## src/rtl/pipe_skid_buffer.sv

```systemverilog
// pipe_skid_buffer: two-entry elastic buffer with a registered, state-only in_ready
module pipe_skid_buffer #(
    parameter int WIDTH = 32
) (
    input  logic             clk,
    input  logic             reset,
    input  logic             flush,
    input  logic             in_valid,
    input  logic [WIDTH-1:0] in_data,
    output logic             in_ready,
    output logic             out_valid,
    output logic [WIDTH-1:0] out_data,
    input  logic             out_ready,
    output logic [1:0]       count
);
    logic [1:0]       c_q, c_d;
    logic [WIDTH-1:0] h_q, h_d, s_q;
    logic             push, pop, h_en, s_en, kill;
    assign in_ready  = c_q != 2'd2;
    assign out_valid = c_q != 2'd0;
    assign out_data  = h_q;
    assign count     = c_q;
    // handshake decode, register load enables and next occupancy
    always_comb begin
        push = in_valid & in_ready;
        pop  = out_valid & out_ready;
        kill = reset | flush;
        h_en = ~kill & ((c_q == 2'd0 & push) | (c_q == 2'd1 & push & pop) | (c_q == 2'd2 & pop));
        s_en = ~kill & c_q == 2'd1 & push & ~pop;
        h_d  = c_q == 2'd2 ? s_q : in_data;
        c_d  = kill ? 2'd0 : c_q + {1'b0, push} - {1'b0, pop};
    end
    // occupancy counter is the only reset state
    always_ff @(posedge clk) begin
        c_q <= c_d;
    end
    // data registers hold unless enabled; contents are don't-care when empty
    always_ff @(posedge clk) begin
        if (h_en) h_q <= h_d;
        if (s_en) s_q <= in_data;
    end
endmodule

```

## config.mk

```make
export PLATFORM = sky130hd
export DESIGN_NAME = pipe_skid_buffer
export DESIGN_NICKNAME = d
export VERILOG_FILES = /design/src/rtl/pipe_skid_buffer.sv
export SDC_FILE = /design/constraint.sdc
export NUM_CORES = 1
export LEC_CHECK = 0
export CAP_MARGIN = 30
export CORE_AREA = 3 3 82 84
export CTS_CLUSTER_DIAMETER = 150
export CTS_CLUSTER_SIZE = 25
export DETAILED_ROUTE_END_ITERATION = 10
export DIE_AREA = 0 0 85 87
export PLACE_DENSITY = 0.77
export SLEW_MARGIN = 20
export SYNTH_ARGS = -nofsm -noshare
export SYNTH_HDL_FRONTEND = slang
export SYNTH_SLANG_ARGS = --single-unit
```

## constraint.sdc

```tcl
create_clock -name clk -period 4 [get_ports clk]
set_input_delay 0.6 -clock clk [delete_from_list [all_inputs] [get_ports clk]]
set_output_delay 0.6 -clock clk [all_outputs]
set_load 0.05 [all_outputs]
```

# After elaboration in Yosys (flattened, before gate mapping)
# Cells that the tools add are included.
dict set report word_totals {
  regBits 66
  inputBits 37
  out_inout_bits 36
  elab_cells 26
}
dict set report classes {
  addsub 2
  eq_ne 3
  mux 1
  n_bitwise 15
  reduce_logical 2
}
# op count
set ops {}
lappend ops {{$mux 32} 1}
lappend ops {{$and 1x1->1} 10}
lappend ops {{$or 1x1->1} 3}
lappend ops {{$add 2x1->2} 1}
lappend ops {{$eq 2x1->1 const B} 1}
lappend ops {{$eq 2x2->1 const B} 1}
lappend ops {{$logic_not 2->1} 1}
lappend ops {{$ne 2x2->1 const B} 1}
lappend ops {{$not 1->1} 2}
lappend ops {{$reduce_bool 2->1} 1}
lappend ops {{$sub 2x1->2} 1}

# Logic depth before layout (Yosys ltp)
dict set report depth {
  word_depth 7
  ltp_mapped 11
}

# Worst setup path after synthesis
# Ideal clock, no wire load.
dict set report synth_path {
  path_type {register to register}
  from {register c_q[0], in the netlist count[0]}
  to {register s_q[0], enable pin}
  arrival_time_ns 3.936
  required_time_ns 3.495
  setup_slack_ns -0.441
  stages_incl_launch_ff 3
  path_buffers 0
  synth_period_minus_slack_ns 4.441
  cell_sequence {dfxtp_1 nand2b_1 nor4_1}
}
dict set report synth_between {
  elab_chain_len 4
  word_cells_on_any_way 9
  cone_classes {eq/ne: 2; bitwise: 6; reduce/logical: 1}
}
# item line
set synth_lines {}
lappend synth_lines {{start, declared} 16} ;# logic [1:0] c_q, c_d;
lappend synth_lines {{start signal, assigned} 35} ;# c_q <= c_d;
lappend synth_lines {{$eq 2x1->1, or another cell as far along} 29} ;# s_en = ~kill & c_q == 2'd1 & push & ~pop;
lappend synth_lines {{$and 1x1->1, on equally long branches} {29, 25, 26}}
lappend synth_lines {{$and 1x1->1 / $not 1->1 (equally long branches)} 29}
lappend synth_lines {{$and 1x1->1 (*)} 29}
lappend synth_lines {{via s_en} 18} ;# logic push, pop, h_en, s_en, kill;
lappend synth_lines {{end signal, assigned} 40} ;# if (s_en) s_q <= in_data;
lappend synth_lines {{end, declared} 17} ;# logic [WIDTH-1:0] h_q, h_d, s_q;
# Mark *: on every way through the listed nets, which the timed path passes. The rest lies on a longest branch.
# A chain may end at the register's enable or synchronous reset.

# Final worst setup path
dict set report layout_path {
  from {register c_q[0], in the netlist count[0]}
  to {output port in_ready}
}
dict set report layout_between {
  elab_chain_len 1
}
# item line
set layout_lines {}
lappend layout_lines {{$ne 2x2->1} 19} ;# assign in_ready = c_q != 2'd2;
lappend layout_lines {{end, declared} 10} ;# output logic in_ready,
# No other way between the ends.

==> results_dict.tcl <==
set metrics [dict create \
    fin_crit_ns 2.89 \
    crit_path_cell_trace "and2b_1 -> buf_4 -> inv_6 -> clkdlybuf4s50_1" \
    worst_path_max_delay_cell "clkdlybuf4s50_1" \
    critPathArrivalTime_ns 2.29 \
    hold_slack_ns 0.505 \
    viasPerCell 4.59 \
    diodes 0 \
    cts_num_sinks 66 \
    design_area_sq_um 3470 \
    start_util_pct 42.0 \
    regArea_sq_um 1960 \
    fillers 491 \
    fin_nets 305 \
    path_clk_slew_ns 0.07 \
    synth_cells 187 \
    synth_nets 226 \
    crit_type "flip-flop to primary output" \
    max-clock-path-buffers 2 \
    die_w_um 85 \
    drc 0 \
    cts_buffers 9 \
    cts_resized 0 \
    grt_pass1_vias 1548 \
    skew_ns 0.00644 \
    end_kind "primary output" \
    postSynth.asyncResetShare_pct 0 \
    portBuffers 72 \
    cp_data_required_time_ns 3.40 \
    yosysSeqAreaShare_pct 77.9 \
    finalWirelength_um 4630 \
    grt.overflow.total 0 \
    finalSetupTns_ns 0 \
    place_area_sq_um 3320 \
    setup_viol 0 \
    cp-start-kind "flip-flop" \
    synth_area_leaders "edfxtp_1 76%, nand2_1 14%, buf_6 1.8%" \
    wl_per_cell_um 13.4 \
    irDropWorstVdd_mv 0.199 \
    die_y_um 87 \
    vias 1583 \
    synth_largest_area_cell "edfxtp_1" \
    ctsHtreeMaxLevel 3 \
    core-area_sq_um 5990 \
    maxSlewViolCount 0 \
    worst_pin_slew_ns 0.517 \
    die_area_sq_um 7400 \
    multi_input_area_sq_um 507 \
    ys_seq_elements 66 \
    drive_gt1_share_pct 7.41 \
    grt_pass1_wl_um 7360 \
    place_congestion 0.707 \
    finalHoldViolCount 0 \
    synthToLayoutAreaGrowth_pct 37.8 \
    synth_top_area_share_pct 76.3 \
    hpwl_um 3100 \
    clkLatencyLatePin_ns 0.33 \
    postCtsHoldBufs 0 \
    fmax_ghz 0.346 \
    firstDrtPassIters 4 \
    drt_iter0_drc 100 \
    placementRows 28 \
    yosysWarnings 0 \
    syn_avg_cell_area_sq_um 13.5 \
    track_usage_pct 13.4 \
    cts-root-buf "clkbuf_8" \
    grt_max_degree 35 \
    antenna_found_initial 0 \
    rrSetupSlack_ns 1.82 \
    netlist_area_sq_um 2520 \
    path_max_fanout 34 \
    synth_ff_type "edfxtp_1" \
    cts_tree "done" \
    post-synth-top-count-cell "nand2_1" \
    post_cts_buffers 0 \
    synth_edf_count 64 \
    power_density_nw_per_um2 402 \
    synth.distinct_cells 21 \
    ios 73 \
    slew_headroom_pct 65.5 \
    hold_path_class "flip-flop to flip-flop" \
    fin_crit_sh_pct 72.2 \
    rsz0062_at_grt "false" \
    synthTopCellsByCount "97 x nand2_1, 64 x edfxtp_1, 4 x buf_6, 3 x nand2b_1" \
    cp_slowest_stage_delay_ns 0.85 \
    max_cap_violations 0 \
    outcome "finished, final reports clean" \
    drtAntennaViolNets 0 \
    p_leak_nw 1.32 \
]
==> state kept, by name (all words and copies together) (netlist names) <==
| signal | cells |
|---|---|
| out_data | 32 |
| count | 2 |
| s_q | 32 |
==> report_power, final <==
part | switching [mW] | internal (mW) | leakage, nW
clock | 0.228 | 0.217 | 0.0827
sequential | 0.00490 | 0.777 | 0.598
combinational | 0.0955 | 0.0699 | 0.635
==> area by class of cell <==
class                   count  area share, %
flip-flops and latches     66           56.5
well taps                  75           2.70
repair buffers             75           21.4
clock buffers              11           3.79
clock inverters             4          0.577
inverters                   2          0.361
multi-input cells         112           14.6
==> layout by cell type, fill, tap and decap left out <==
master / count
buf_4: 3
ha_1: 2
nor3b_1: 1
inv_1: 1
nand2_1: 97
nor3_1: 1
nand2b_1: 3
dfxtp_1: 2
clkbuf_1: 2
clkinv_2: 4
xor2_1: 1
clkbuf_8: 9
a211oi_4: 1
nor4_4: 1
nand3b_1: 1
or2_2: 1
and2b_1: 1
xnor2_1: 1
edfxtp_1: 64
clkdlybuf4s50_1: 72
inv_6: 1
and2_1: 1
==> kinds of logic (layout without fill, tap and decap cells) <==
group,count (synthesis),in the layout,share of synthesized area (%)
fa+ha+maj,2,2,0.993
simple gates,107,107,17.0
xor+xnor,2,2,0.696
flops,66,66,77.9
buf+inv,9,92,3.08
compound gates,1,1,0.298
==> path summary, 6_finish.rpt <==
kind / start / end / depth (start not counted)
setup / recovery: count[0] / in_ready / 4
hold / removal: s_q[17] / out_data[17] / 2
hold reg to reg: s_q[17] / out_data[17] / 2
setup reg to reg: count[0] / count[1] / 10
==> per-layer routing <==
metal,up-vias,global-route usage (%),routed length (um)
met5,-,0,0
met4,0,5.18,20
met3,2,6.62,436
met2,64,20.4,2300
met1,728,16.5,1870
li1,789,-,-
==> through the flow <==
stage | utilization, % | instances | setup WS (ns) | power (mW)
final | 57.9 | 345 | 1.11 | 1.39
after floorplan | - | 187 | 0.184 | 0.889
after global placement | 55.4 | 330 | 1.49 | 0.961
after global routing | 57.9 | 345 | 0.993 | 1.46
after detailed placement | 55.4 | 330 | 1.44 | 0.965
after CTS | 57.9 | 345 | 1.08 | 1.41
==> worst max-delay path, delay by kind of cell (launching register included) <==
| family | cells | cell delay [ns] |
|---|---|---|
| buffers and inverters | 3 | 1.34 |
| and+or+nand+nor | 1 | 0.20 |
| DFF | 1 | 0.40 |
Note: power is estimated with default switching activity, not from simulation.
